$ cat src/rtl/regfile_pkg.sv
// -----------------------------------------------------------------------------
// regfile_pkg
//   Shared constants for the register-file writeback path.
//   - ADDR_WIDTH / WORD_LEN : default register-file geometry
//   - NUM_WB_SRC            : number of writeback requesters
//   - wb_src_e              : requester index (ALU, LSU, CSR)
//   - ptr_width()           : width of an index into N requesters
// -----------------------------------------------------------------------------
package regfile_pkg;

  localparam int ADDR_WIDTH = 5;
  localparam int WORD_LEN   = 32;
  localparam int NUM_WB_SRC = 3;

  typedef enum int {
    SRC_ALU = 0,
    SRC_LSU = 1,
    SRC_CSR = 2
  } wb_src_e;

  // At least one bit so a single-requester build still has a legal pointer.
  function automatic int ptr_width(input int n);
    return (n > 1) ? $clog2(n) : 1;
  endfunction

endpackage

$ cat src/rtl/regfile_wb_arbiter_rr.sv
// -----------------------------------------------------------------------------
// rr_arbiter
//   Purely combinational round-robin arbiter. Scans req starting at ptr,
//   wrapping modulo N, and grants the first requester found.
//   Ports:
//     req    [N-1:0]  request vector
//     ptr    [PW-1:0] index where the scan starts (must be < N)
//     enable          when low, grant is forced to zero
//     grant  [N-1:0]  one-hot-or-zero grant
// -----------------------------------------------------------------------------
module rr_arbiter
  import regfile_pkg::*;
#(
  parameter  int N  = NUM_WB_SRC,
  localparam int PW = ptr_width(N)
) (
  input  logic [N-1:0]  req,
  input  logic [PW-1:0] ptr,
  input  logic          enable,
  output logic [N-1:0]  grant
);

  logic [PW:0] idx;
  logic        found;

  always_comb begin
    // NOTE: every variable driven here gets a default before the loop so no
    // path leaves it unassigned; otherwise synthesis infers a latch.
    grant = '0;
    found = 1'b0;
    idx   = '0;
    for (int k = 0; k < N; k++) begin
      // ptr + k with a manual wrap; avoids a general modulo operator.
      idx = {1'b0, ptr} + (PW+1)'(k);
      if (idx >= (PW+1)'(N)) idx = idx - (PW+1)'(N);
      if (!found && req[idx[PW-1:0]]) begin
        grant[idx[PW-1:0]] = enable;
        found              = 1'b1;
      end
    end
  end

endmodule

$ cat src/rtl/regfile_wb_arbiter.sv
// -----------------------------------------------------------------------------
// regfile_wb_arbiter
//   Shares the single register-file write port between NUM_SRC writeback
//   requesters using round-robin arbitration and a valid/ready handshake.
//   The winner is registered into a one-entry output stage (1-cycle latency,
//   one write per cycle). Writes to register 0 are consumed but never issued.
//   Ports:
//     clk, reset            clock; synchronous active-low reset
//     req_valid/addr/data   per-source request, source i at slice i
//     req_ready             one-hot-or-zero accept
//     stall                 blocks all new grants
//     rf_wen/waddr/wdata    register-file write port
//     pending               one-hot of rf_waddr while rf_wen is high
//     contention_cnt        saturating count of contended, unstalled cycles
// -----------------------------------------------------------------------------
module regfile_wb_arbiter
  import regfile_pkg::*;
#(
  parameter  int NUM_SRC    = NUM_WB_SRC,
  parameter  int ADDR_WIDTH = regfile_pkg::ADDR_WIDTH,
  parameter  int WORD_LEN   = regfile_pkg::WORD_LEN,
  parameter  int CNT_WIDTH  = 16,
  localparam int PW         = ptr_width(NUM_SRC)
) (
  input  logic                           clk,
  input  logic                           reset,
  input  logic [NUM_SRC-1:0]             req_valid,
  input  logic [NUM_SRC*ADDR_WIDTH-1:0]  req_addr,
  input  logic [NUM_SRC*WORD_LEN-1:0]    req_data,
  output logic [NUM_SRC-1:0]             req_ready,
  input  logic                           stall,
  output logic                           rf_wen,
  output logic [ADDR_WIDTH-1:0]          rf_waddr,
  output logic [WORD_LEN-1:0]            rf_wdata,
  output logic [2**ADDR_WIDTH-1:0]       pending,
  output logic [CNT_WIDTH-1:0]           contention_cnt
);

  logic [PW-1:0]         ptr;
  logic [PW-1:0]         next_ptr;
  logic [NUM_SRC-1:0]    grant;
  logic                  accept;
  logic [ADDR_WIDTH-1:0] sel_addr;
  logic [WORD_LEN-1:0]   sel_data;
  logic                  multi_valid;

  // Grant depends only on valids, the pointer, stall and reset.
  rr_arbiter #(.N(NUM_SRC)) u_rr_arbiter (
    .req    (req_valid),
    .ptr    (ptr),
    .enable (~stall & reset),
    .grant  (grant)
  );

  assign req_ready = grant;
  // A grant is only ever given to a valid source, so any grant is a handshake.
  assign accept    = |grant;

  // Two or more bits set: clearing the lowest set bit leaves something.
  assign multi_valid = |(req_valid & (req_valid - NUM_SRC'(1)));

  always_comb begin
    sel_addr = '0;
    sel_data = '0;
    next_ptr = ptr;
    for (int i = 0; i < NUM_SRC; i++) begin
      if (grant[i]) begin
        sel_addr = req_addr[i*ADDR_WIDTH +: ADDR_WIDTH];
        sel_data = req_data[i*WORD_LEN +: WORD_LEN];
        next_ptr = (i == NUM_SRC - 1) ? '0 : PW'(i + 1);
      end
    end
  end

  always_ff @(posedge clk) begin
    // NOTE: sequential state uses non-blocking assignments so every flop
    // samples pre-edge values regardless of statement order.
    if (!reset) begin
      // NOTE: the data/address flops are reset too, so the write port shows
      // defined values straight out of reset; any handshake on this edge and
      // any write held in the stage are dropped.
      ptr            <= '0;
      rf_wen         <= 1'b0;
      rf_waddr       <= '0;
      rf_wdata       <= '0;
      contention_cnt <= '0;
    end else begin
      if (accept) begin
        ptr      <= next_ptr;
        rf_wen   <= (sel_addr != '0);   // x0 writes are consumed silently
        rf_waddr <= sel_addr;
        rf_wdata <= sel_data;
      end else begin
        rf_wen   <= 1'b0;
      end
      if (multi_valid && !stall && !(&contention_cnt))
        contention_cnt <= contention_cnt + CNT_WIDTH'(1);
    end
  end

  always_comb begin
    pending = '0;
    if (rf_wen) pending[rf_waddr] = 1'b1;
  end

endmodule

$ cat config.mk
export PLATFORM = sky130hd
export DESIGN_NAME = regfile_wb_arbiter
export DESIGN_NICKNAME = d
export VERILOG_FILES = /design/src/rtl/regfile_pkg.sv /design/src/rtl/regfile_wb_arbiter_rr.sv /design/src/rtl/regfile_wb_arbiter.sv
export SDC_FILE = /design/constraint.sdc
export NUM_CORES = 1
export LEC_CHECK = 0
export BUFFER_PORTS_ARGS = -buffer_cell sky130_fd_sc_hd__buf_2
export CAP_MARGIN = 30
export CORE_ASPECT_RATIO = 0.7
export CORE_MARGIN = 2
export CORE_UTILIZATION = 45
export DETAILED_ROUTE_END_ITERATION = 16
export GPL_TIMING_DRIVEN = 0
export PLACE_DENSITY = 0.84
export SETUP_SLACK_MARGIN = 0.4
export SLEW_MARGIN = 5
export SYNTH_ARGS = -nofsm -noshare
export SYNTH_HDL_FRONTEND = slang
export SYNTH_SLANG_ARGS = --single-unit
$ cat constraint.sdc
create_clock -name clk -period 4.3 [get_ports clk]
set_clock_uncertainty 0.15 [all_clocks]
set_input_delay 0 -clock clk [delete_from_list [all_inputs] [get_ports clk]]
set_output_delay 0 -clock clk [all_outputs]
set_load 0.02 [all_outputs]
== Word-level counts from Yosys, hierarchy flattened ==
Cells that the tools add are included.
Word-level totals
  register bits after elaboration: 56
  latch bits: 0
  bits in writable memories: 0
  memory bits (read-only): 0
  bits of input ports: 117
  memories kept: 0
Cells by class
  $add $sub $neg: 7
  multipliers: 0
  div/mod/pow operators: 0
  order comparisons: 11
  eq/ne operators: 0
  shift operators: 0
  muxes and demuxes: 34
  bitwise logic cells: 4
  reduce and logical (&&, ||, !) cells: 19
Operators with widths (count)
  2-to-1 mux 32 bit: 4
  adder 16 x 1 -> 16 bit, second input constant: 1
  AND reduction 16 bit: 1
  2-to-1 mux 5 bit: 3
  2-to-1 mux 2 bit: 6
  less-than comparator 2 x 3 -> 1 bit, second input constant: 3
  2-to-1 mux 1 bit: 9
  2-to-1 mux 3 bit: 3
  logical AND 1 bit: 8
  bitwise AND 3 bit: 2
  binary-select mux 1 bit (select 2 bit): 3
  bitwise mux 3 bit: 2
  demux 1 bit (select 2 bit): 3
  greater-or-equal comparator 2 x 1 -> 1 bit, second input constant: 3
  greater-or-equal comparator 3 x 2 -> 1 bit, second input constant: 2
  less-than comparator 5 x 6 -> 1 bit, second input constant: 1
  OR reduction 3 bit: 2
  subtractor 2 bit, second input constant: 3
  demux 1 bit (select 5 bit): 1
  greater-or-equal comparator 5 x 1 -> 1 bit, second input constant: 1
  nonzero test 5 bit: 1
  zero test 1 bit: 4
  AND reduction 2 bit: 2
  adder 2 x 1 -> 3 bit, second input constant: 1
  other kinds (6): 6

== Logic depth before layout (Yosys ltp) ==
Gate-level depths: netlist (run 1).
  word-level depth: 16
  mapped depth: 14

== Modules after synthesis ==
Synthesis (run 1) repeated with hierarchy kept, for this count alone.
Unflattened totals
  cells, all modules: 384
  area total of the unflattened synthesis: 3178.0 um2
Modules (own cells, without submodules)
  regfile_wb_arbiter: times used 1, cells an instance 349, area an instance 2889.0 um2
  rr_arbiter: times used 1, cells an instance 35, area an instance 289.0 um2

== Worst setup path after synthesis (run 1) ==
OpenSTA, ideal clock, no wires.
  path kind: register to register
  start point: reg ptr[0]
  end point: reg rf_wdata[0]
  library setup time: 0.122 ns
  data arrival time: 2.295 ns
  data required time: 4.028 ns
  slack: 1.733 ns
  stages on the path, launching flop included: 12
  buffers on the path: 3
  path through: dfxtp_1 > inv_1 > ha_1 > mux2i_1 > o22ai_1 > a211oi_1 > or2_1 > buf_2 > inv_4 > buf_6 > buf_2 > a221o_1
On the way
  elaborated cells between the ends (all ways): 48
RTL lines
  from (decl): line regfile_wb_arbiter.sv:39  | logic [PW-1:0] ptr;
  from (signal assigned): line regfile_wb_arbiter.sv:89  | ptr <= next_ptr;
  parallel branches: the longest is 11 deep, another holds adder 2 x 1 -> 3 bit
  2-to-1 mux 3 bit *: line regfile_wb_arbiter_rr.sv:36  | if (!found && req[idx[PW-1:0]]) begin
  named net req_ready[2]: line regfile_wb_arbiter.sv:30  | output logic [NUM_SRC-1:0] req_ready,
  OR reduction 3 bit / 2-to-1 mux 32 bit (equally long branches): line regfile_wb_arbiter.sv:57, regfile_wb_arbiter.sv:67
  to (signal assigned): line regfile_wb_arbiter.sv:92  | rf_wdata <= sel_data;
  to (decl): line regfile_wb_arbiter.sv:34  | output logic [WORD_LEN-1:0] rf_wdata,
Mark *: on every way through the listed nets, which the timed path passes. The select of a mux whose other input is x is not followed.
A chain may end at the register's enable or synchronous reset.

== Worst setup path in the final report (run 1) ==
  start point: reg ptr[0]
  end point: reg rf_wdata[2]
On the way
  word-level cells in the longest chain between the ends: 15
  elaborated cells between the ends (all ways): 48
Ends and longest elaborated chain
  parallel branches: the longest is 11 deep, another holds adder 2 x 1 -> 3 bit
  2-to-1 mux 3 bit *: line regfile_wb_arbiter_rr.sv:36
  2-to-1 mux 32 bit (3 in a row): line regfile_wb_arbiter.sv:67  | if (grant[i]) begin
Mark *: on every way between the ends. The select of a mux whose other input is x is not followed.

==> impl_metrics.yaml, run 1 <==
die:
  initial_core_util_pct: 47.2
  die_w_um: 106
  fp.coreArea_um2: 6880
  ports: 206
  site_row_count: 25
  die_h_um: 75.1
  dieArea_um2: 7930
global_route:
  grt.overflow.total: 0
  grt_pass1_vias: 4062
  gr-usage-all-layers_pct: 29.3
  antenna_found_initial: 0
  grt_pass1_wl_um: 18800
  grt_max_degree: 19
power_and_ir_drop:
  power.ir.vdd_worst_mv: 0.200
  pwr_density_cell_nw_per_um2: 272
  p_leak_uw: 0.00254
route:
  detail-route-antenna-nets: 0
  drt_first_iter_violations: 300
  num_vias: 4342
  routed_wire_length_per_instance_um: 16.0
  finalWirelength_um: 12600
  drt_drc_violations_left: 0
  viasPerCell: 5.50
  detailed_routing_iteration_count_for_the_pre_antenna_repair_pass: 5
setup_path:
  timing.reg2reg.worst_path_depth: 13
  worst-setup-path-type: "flip-flop to flip-flop"
  critical_path_arrival_ns: 3.74
  timing.critical_path.fanout_max: 9
  rrSetupSlack_ns: 0.67
  capture_instance_of_the_worst_register_to_register_path: "rf_wdata[2]"
  critPathMaxStageDelay_ns: 0.58
  worstSetupStartpoint: "ptr[0]"
  crit_slowest_cell: "sky130_fd_sc_hd__dlygate4sd3_1"
  worstPathCellList: "inv_1 -> ha_1 -> inv_1 -> a21oi_1 -> o211ai_2 -> a21o_1 -> buf_2 -> inv_2 -> nor2_1 -> o2bb2ai_1 -> dlygate4sd3_1 -> a211oi_1 -> dlygate4sd3_1"
  worst_setup_path_endpoint: "rf_wdata[2]"
  rr_startpoint: "ptr[0]"
  crit_path_end_kind: "flip-flop"
  required_time_reported_for_the_critical_path_endpoint_ns: 4.41
  critical_path.startpoint_type: "flip-flop"
timing:
  hold_viol: 0
  finalWorstPathRequiredPeriod_ns: 3.63
  drv_slew: 0
  period_utilization_pct: 84.5
  fin_tns_setup_ns: 0
  rsz0062_at_grt: "false"
  setup_viol: 0
  slew_headroom_pct: 61.2
  hold-worst-slack_ns: 0.0168
  tightest_slew_ns: 0.581
  fmax_ghz: 0.275
yosys:
  synth_area_leader_cell: "sky130_fd_sc_hd__dfxtp_1"
  post_synth_inst_count: 403
  synth_seq_cells: 56
  yosysSeqAreaShare_pct: 34.5
  synth_cell_type_count: 49
  yosysTopAreaCellShare_pct: 34.5
  synth_xor_xnor_area_share_pct: 3.23
  synth_enable_flop_cells: 0
  synth_top_family_by_area: "simple AND/OR/NAND/NOR gates"
  yosys-top-cells-area: "sky130_fd_sc_hd__dfxtp_1 35%, sky130_fd_sc_hd__a221o_1 9.5%, sky130_fd_sc_hd__a21oi_1 6.6%"
  dominantRegCellSynth: "sky130_fd_sc_hd__dfxtp_1"
  synth.net_count: 525
  cell_area_after_technology_mapping_um2: 3250
  synth_compound_gate_area_share_pct: 24.3
  synth_warnings: 0
  synth_fa_ha_area_share_pct: 1.93
  post_synth_and_or_nand_nor_area_fraction_pct: 26.3
  synth.avg_cell_area_um2: 8.06
  synth.area.mux_share_pct: 1.96
  ys_async_sr_fraction_pct: 0
place:
  detailed_place_hpwl_um: 8640
  placedCellCount: 702
  io_buffers: 205
  gpl.final_weighted_congestion: 0.894
  placed_cell_area_um2: 4390
final_layout:
  final_layout_size_suffix_gt1_share_pct: 35.9
  insertedDiodeCount: 0
  layoutNonFillerInstCount: 790
  num-nets-final: 817
  leading_cell_types_in_the_layout_fill_and_taps_excluded: "211 x sky130_fd_sc_hd__buf_2, 77 x sky130_fd_sc_hd__dlygate4sd3_1, 56 x sky130_fd_sc_hd__nor2_1, 56 x sky130_fd_sc_hd__dfxtp_1"
  layout-area-overhead-vs-synth_pct: 62.5
  most_frequent_standard_cell_in_the_layout_excluding_fill_and_tap_cells: "sky130_fd_sc_hd__buf_2"
  stdcell_area_um2: 5280
min_path:
  hp_start: "req_addr[8]"
  hold_path_depth: 4
  hold_path.class: "primary input to flip-flop"
cts:
  cts_sinks: 56
  cts-htree-levels: 2
  clkTransAtPathRegs_ns: 0.11
  cts-root-to-sink-buffers: 2
  cts_inserted_buffers: 5
  root_buffer: "sky130_fd_sc_hd__clkbuf_8"
  cts_tree: "built"
  clock_insertion_delay_worst_skew_ns: 0.31
run_status:
  status: "completed"
flow_run:
  max_cap_viol_count: 0
## final cells by class
cell class,instances,area [um2]
fill,509,1600
inverter,11,46.3
timing repair buffer,285,1820
tap,94,118
multi-input combinational,305,1880
buffer,31,208
sequential,56,1120
clock inverter,3,22.5
clock buffer,5,68.8
## worst min path at each step
stage,to
floorplan,contention_cnt[12]
global placement,rf_wdata[27]
detailed placement,rf_wdata[23]
CTS,rf_wen
global route,rf_wen
finish,rf_wen
## critical path: cells and delay by family, from the launching register on
kind	cells	cell delay, ns
AOI/OAI and AO/OA	5	0.85
DFF	1	0.37
buffers and inverters	6	1.71
adders and majority gates	1	0.42
and+or+nand+nor	1	0.06
## synthesized netlist by cell type, types with 5 or more instances
cell type / number
sky130_fd_sc_hd__buf_2: 6
sky130_fd_sc_hd__a221o_1: 31
sky130_fd_sc_hd__ha_1: 5
sky130_fd_sc_hd__dfxtp_1: 56
sky130_fd_sc_hd__nor3_1: 6
sky130_fd_sc_hd__nand3_1: 42
sky130_fd_sc_hd__o21ai_0: 7
sky130_fd_sc_hd__a21oi_1: 43
sky130_fd_sc_hd__mux2i_1: 5
sky130_fd_sc_hd__nand4_1: 6
sky130_fd_sc_hd__buf_6: 9
sky130_fd_sc_hd__xor2_1: 8
sky130_fd_sc_hd__nand2_1: 43
sky130_fd_sc_hd__nor2_1: 56
sky130_fd_sc_hd__clkbuf_1: 12
sky130_fd_sc_hd__inv_1: 8
sky130_fd_sc_hd__nand3b_1: 5
## routing by layer
metal  GRT usage (%)  part of all wire, %
met4            8.92                  2.4
met2            53.1                   49
met3            5.02                  6.7
met5               0                    0
met1            36.5                   41
## logic make-up (layout without fill, tap and decap cells)
group | count (synthesis) | after routing
XOR/XNOR | 12 | 12
multiplexers | 6 | 6
adder cells (fa/ha/maj) | 5 | 5
flip-flops | 56 | 56
buffers and inverters | 42 | 335
AO/OA/AOI/OAI | 103 | 103
AND/OR/NAND/NOR | 179 | 179
## where the power goes
| group | switching, uW | total [uW] | leakage (uW) | internal (uW) |
|---|---|---|---|---|
| Sequential | 34.8 | 606 | 0.000458 | 571 |
| Clock | 184 | 301 | 0.0000485 | 117 |
| Combinational | 268 | 528 | 0.00203 | 260 |
| Total | 486 | 1440 | 0.00254 | 949 |
## sequential cells by signal, summed over array words and instances (netlist names)
name and flops:
ptr 2, rf_wen 1, rf_waddr 5, contention_cnt 16, rf_wdata 32
## metrics by stage
step	power [uW]	utilization, %	worst slack [ns]
after detailed placement	1030	63.8	1.36
after CTS	1420	76.4	0.554
final	1440	76.7	0.667
after global placement	1020	63.8	1.48
after floorplan	872	-	1.73
after global routing	1500	76.7	0.441
## what timing repair did
| action | in CTS | in global routing |
|---|---|---|
| setup buffers | 0 | 3 |
| endpoints found under the hold margin | 39 | 0 |
| hold buffers | 77 | 0 |
| endpoints found under the setup margin | 0 | 1 |
| gates resized for setup | 0 | 2 |
Power figures use the tool's default switching activity.
==> run 2: changes to the inputs <==
--- a/config.mk
+++ b/config.mk
@@ -9,10 +9,10 @@
 export CAP_MARGIN = 30
 export CORE_ASPECT_RATIO = 0.7
 export CORE_MARGIN = 2
-export CORE_UTILIZATION = 45
+export CORE_UTILIZATION = 43
 export DETAILED_ROUTE_END_ITERATION = 16
 export GPL_TIMING_DRIVEN = 0
-export PLACE_DENSITY = 0.84
+export PLACE_DENSITY = 0.81
 export SETUP_SLACK_MARGIN = 0.4
 export SLEW_MARGIN = 5
 export SYNTH_ARGS = -nofsm -noshare
==> constraint.sdc (replaced) <==
create_clock -name clk -period 3.51 [get_ports clk]
set_clock_uncertainty 0.15 [all_clocks]
set_input_delay 0 -clock clk [delete_from_list [all_inputs] [get_ports clk]]
set_output_delay 0 -clock clk [all_outputs]
set_load 0.02 [all_outputs]
==> impl_metrics.yaml, run 2 (synthesis gave the netlist of run 1 again) <==
cts:
  cts_tree: "built"
  clock_insertion_delay_worst_skew_ns: 0.30
  clkTransAtPathRegs_ns: 0.11
  cts_inserted_buffers: 5
  root_buffer: "sky130_fd_sc_hd__clkbuf_8"
  cts-htree-levels: 2
  cts_sinks: 56
  cts-root-to-sink-buffers: 2
timing:
  fmax_ghz: 0.341
  fin_tns_setup_ns: 0
  drv_slew: 0
  tightest_slew_ns: 0.604
  smallest_setup_slack_after_layout_ns: 0.575
  slew_headroom_pct: 59.7
  period_utilization_pct: 83.6
  hold_viol: 0
  hold-worst-slack_ns: 0.0140
  setup_viol: 0
  finalWorstPathRequiredPeriod_ns: 2.94
  rsz0062_at_grt: "false"
setup_path:
  critical_path_arrival_ns: 3.04
  required_time_reported_for_the_critical_path_endpoint_ns: 3.61
  cp.buffers_inverters: 5
  worst-setup-path-type: "flip-flop to flip-flop"
  worstPathCellList: "inv_1 -> ha_1 -> nand2b_1 -> nor2_1 -> o21ai_0 -> a21o_1 -> buf_2 -> inv_2 -> nor4_4 -> buf_4 -> buf_6 -> a221o_1"
  critPathMaxStageDelay_ns: 0.41
  timing.reg2reg.worst_path_depth: 12
  critical_path.startpoint_type: "flip-flop"
  crit_slowest_cell: "sky130_fd_sc_hd__o21ai_0"
  rrSetupSlack_ns: 0.57
  worstSetupPathDepth: 12
  crit_path_end_kind: "flip-flop"
  cell_family_with_the_largest_share_of_critical_path_delay: "compound AO/OA/AOI/OAI gates"
  timing.critical_path.fanout_max: 10
die:
  die_w_um: 108
  die_h_um: 76.7
  fp.coreArea_um2: 7320
  ports: 206
  dieArea_um2: 8280
  initial_core_util_pct: 44.4
  site_row_count: 26
power_and_ir_drop:
  power_frac_seq_pct: 42.7
  switching_power_uw: 599
  swShare_pct: 34.5
  power_frac_clock_pct: 20.0
  power.ir.vdd_worst_mv: 0.238
  internal_power_uw: 1140
  p_leak_uw: 0.00261
  comb_power_share_pct: 37.3
  pwr_density_cell_nw_per_um2: 309
global_route:
  grt.overflow.total: 0
  grt_max_degree: 17
  grt_pass1_wl_um: 24300
  gr-usage-all-layers_pct: 37.9
  antenna_found_initial: 6
  grt_pass1_vias: 4743
route:
  viasPerCell: 5.86
  drt_drc_violations_left: 0
  finalWirelength_um: 15700
  detailed_routing_iteration_count_for_the_pre_antenna_repair_pass: 6
  drt_first_iter_violations: 602
  num_vias: 4860
  detail-route-antenna-nets: 0
  routed_wire_length_per_instance_um: 18.9
place:
  detailed_place_hpwl_um: 8980
  placedCellCount: 706
  post_placement_worst_setup_slack_ns: 0.619
  io_buffers: 205
  gpl.final_weighted_congestion: 0.923
final_layout:
  biggestRegsByFlops: "rf_wdata (32), contention_cnt (16), rf_waddr (5)"
  max_flop_register: "rf_wdata"
  final_layout_size_suffix_gt1_share_pct: 34.8
  layoutNonFillerInstCount: 830
  num-nets-final: 848
  layout_utilization_pct: 76.8
  most_frequent_standard_cell_in_the_layout_excluding_fill_and_tap_cells: "sky130_fd_sc_hd__buf_2"
  leading_cell_types_in_the_layout_fill_and_taps_excluded: "210 x sky130_fd_sc_hd__buf_2, 109 x sky130_fd_sc_hd__dlygate4sd3_1, 56 x sky130_fd_sc_hd__nor2_1, 56 x sky130_fd_sc_hd__dfxtp_1"
  largest_register_ff_count: 32
  layout-area-overhead-vs-synth_pct: 73.1
flow_run:
  max_cap_viol_count: 0
run_status:
  status: "completed"
min_path:
  hold_path_depth: 4
  hold_path.class: "primary input to flip-flop"
[run 2: changes by cell type in the layout (fill, tap and decap cells not counted), moves of 2 or more]
cell	previous run	this run
sky130_fd_sc_hd__dlygate4sd3_1	77	109
sky130_fd_sc_hd__clkbuf_2	1	4
sky130_fd_sc_hd__clkbuf_4	0	2
sky130_fd_sc_hd__diode_2	0	6
sky130_fd_sc_hd__clkbuf_1	11	7
[run 2: layout make-up]
| cell class | count | area (um2) |
|---|---|---|
| Antenna cell | 6 | 15.0 |
| Buffer | 31 | 218 |
| Clock buffer | 5 | 68.8 |
| Clock inverter | 2 | 12.5 |
| Fill cell | 503 | 1700 |
| Inverter | 11 | 46.3 |
| Multi-Input combinational cell | 305 | 1890 |
| Sequential cell | 56 | 1120 |
| Tap cell | 98 | 123 |
| Timing Repair Buffer | 316 | 2130 |
[run 2: worst reg2reg max path: stages (launching register included)]
cell and delay (ns):
sky130_fd_sc_hd__dfxtp_1 0.38, sky130_fd_sc_hd__inv_1 0.10, sky130_fd_sc_hd__ha_1 0.19, sky130_fd_sc_hd__nand2b_1 0.18
sky130_fd_sc_hd__nor2_1 0.08, sky130_fd_sc_hd__o21ai_0 0.41, sky130_fd_sc_hd__a21o_1 0.19, sky130_fd_sc_hd__buf_2 0.19
sky130_fd_sc_hd__inv_2 0.14, sky130_fd_sc_hd__nor4_4 0.40, sky130_fd_sc_hd__buf_4 0.19, sky130_fd_sc_hd__buf_6 0.13
sky130_fd_sc_hd__a221o_1 0.15
[run 2: final timing paths]
path / end / start
setup / recovery: rf_wdata[29] / ptr[1]
hold / removal: rf_wdata[17] / req_data[17]
setup reg to reg: rf_wdata[29] / ptr[1]
hold reg to reg: rf_wdata[12] / rf_wdata[12]
[run 2: timing repair]
action | CTS | global route
hold buffers | 109 | 0
endpoints found under the hold margin | 39 | 0
buffers inserted | 0 | 2
setup endpoints to repair | 0 | 23
resized for setup | 0 | 15
[run 2: through the flow]
stage / total power, uW / cell area [um2]
floorplan: 1070 / 3250
global placement: 1250 / 4400
detailed placement: 1270 / 4400
CTS: 1700 / 5570
global route: 1800 / 5620
finish: 1740 / 5620
[run 2: routing by layer]
layer / GRT usage, % / wire (um) / up-vias
met4: 27.7 / 1280 / 2
met3: 15.1 / 1490 / 132
met1: 41.0 / 5610 / 2228
li1: - / - / 2110
met2: 59.6 / 7310 / 388
met5: 0.649 / 10 / -
[run 2: power by group through the flow]
| stage | registers [uW] | logic (uW) | clock network, uW |
|---|---|---|---|
| 2_1_floorplan | 827 | 242 | 0 |
| 3_3_place_gp | 751 | 503 | 0 |
| 3_5_place_dp | 751 | 515 | 0 |
| 4_1_cts | 737 | 611 | 349 |
| 5_1_grt | 749 | 688 | 367 |
| 6_report | 743 | 648 | 347 |
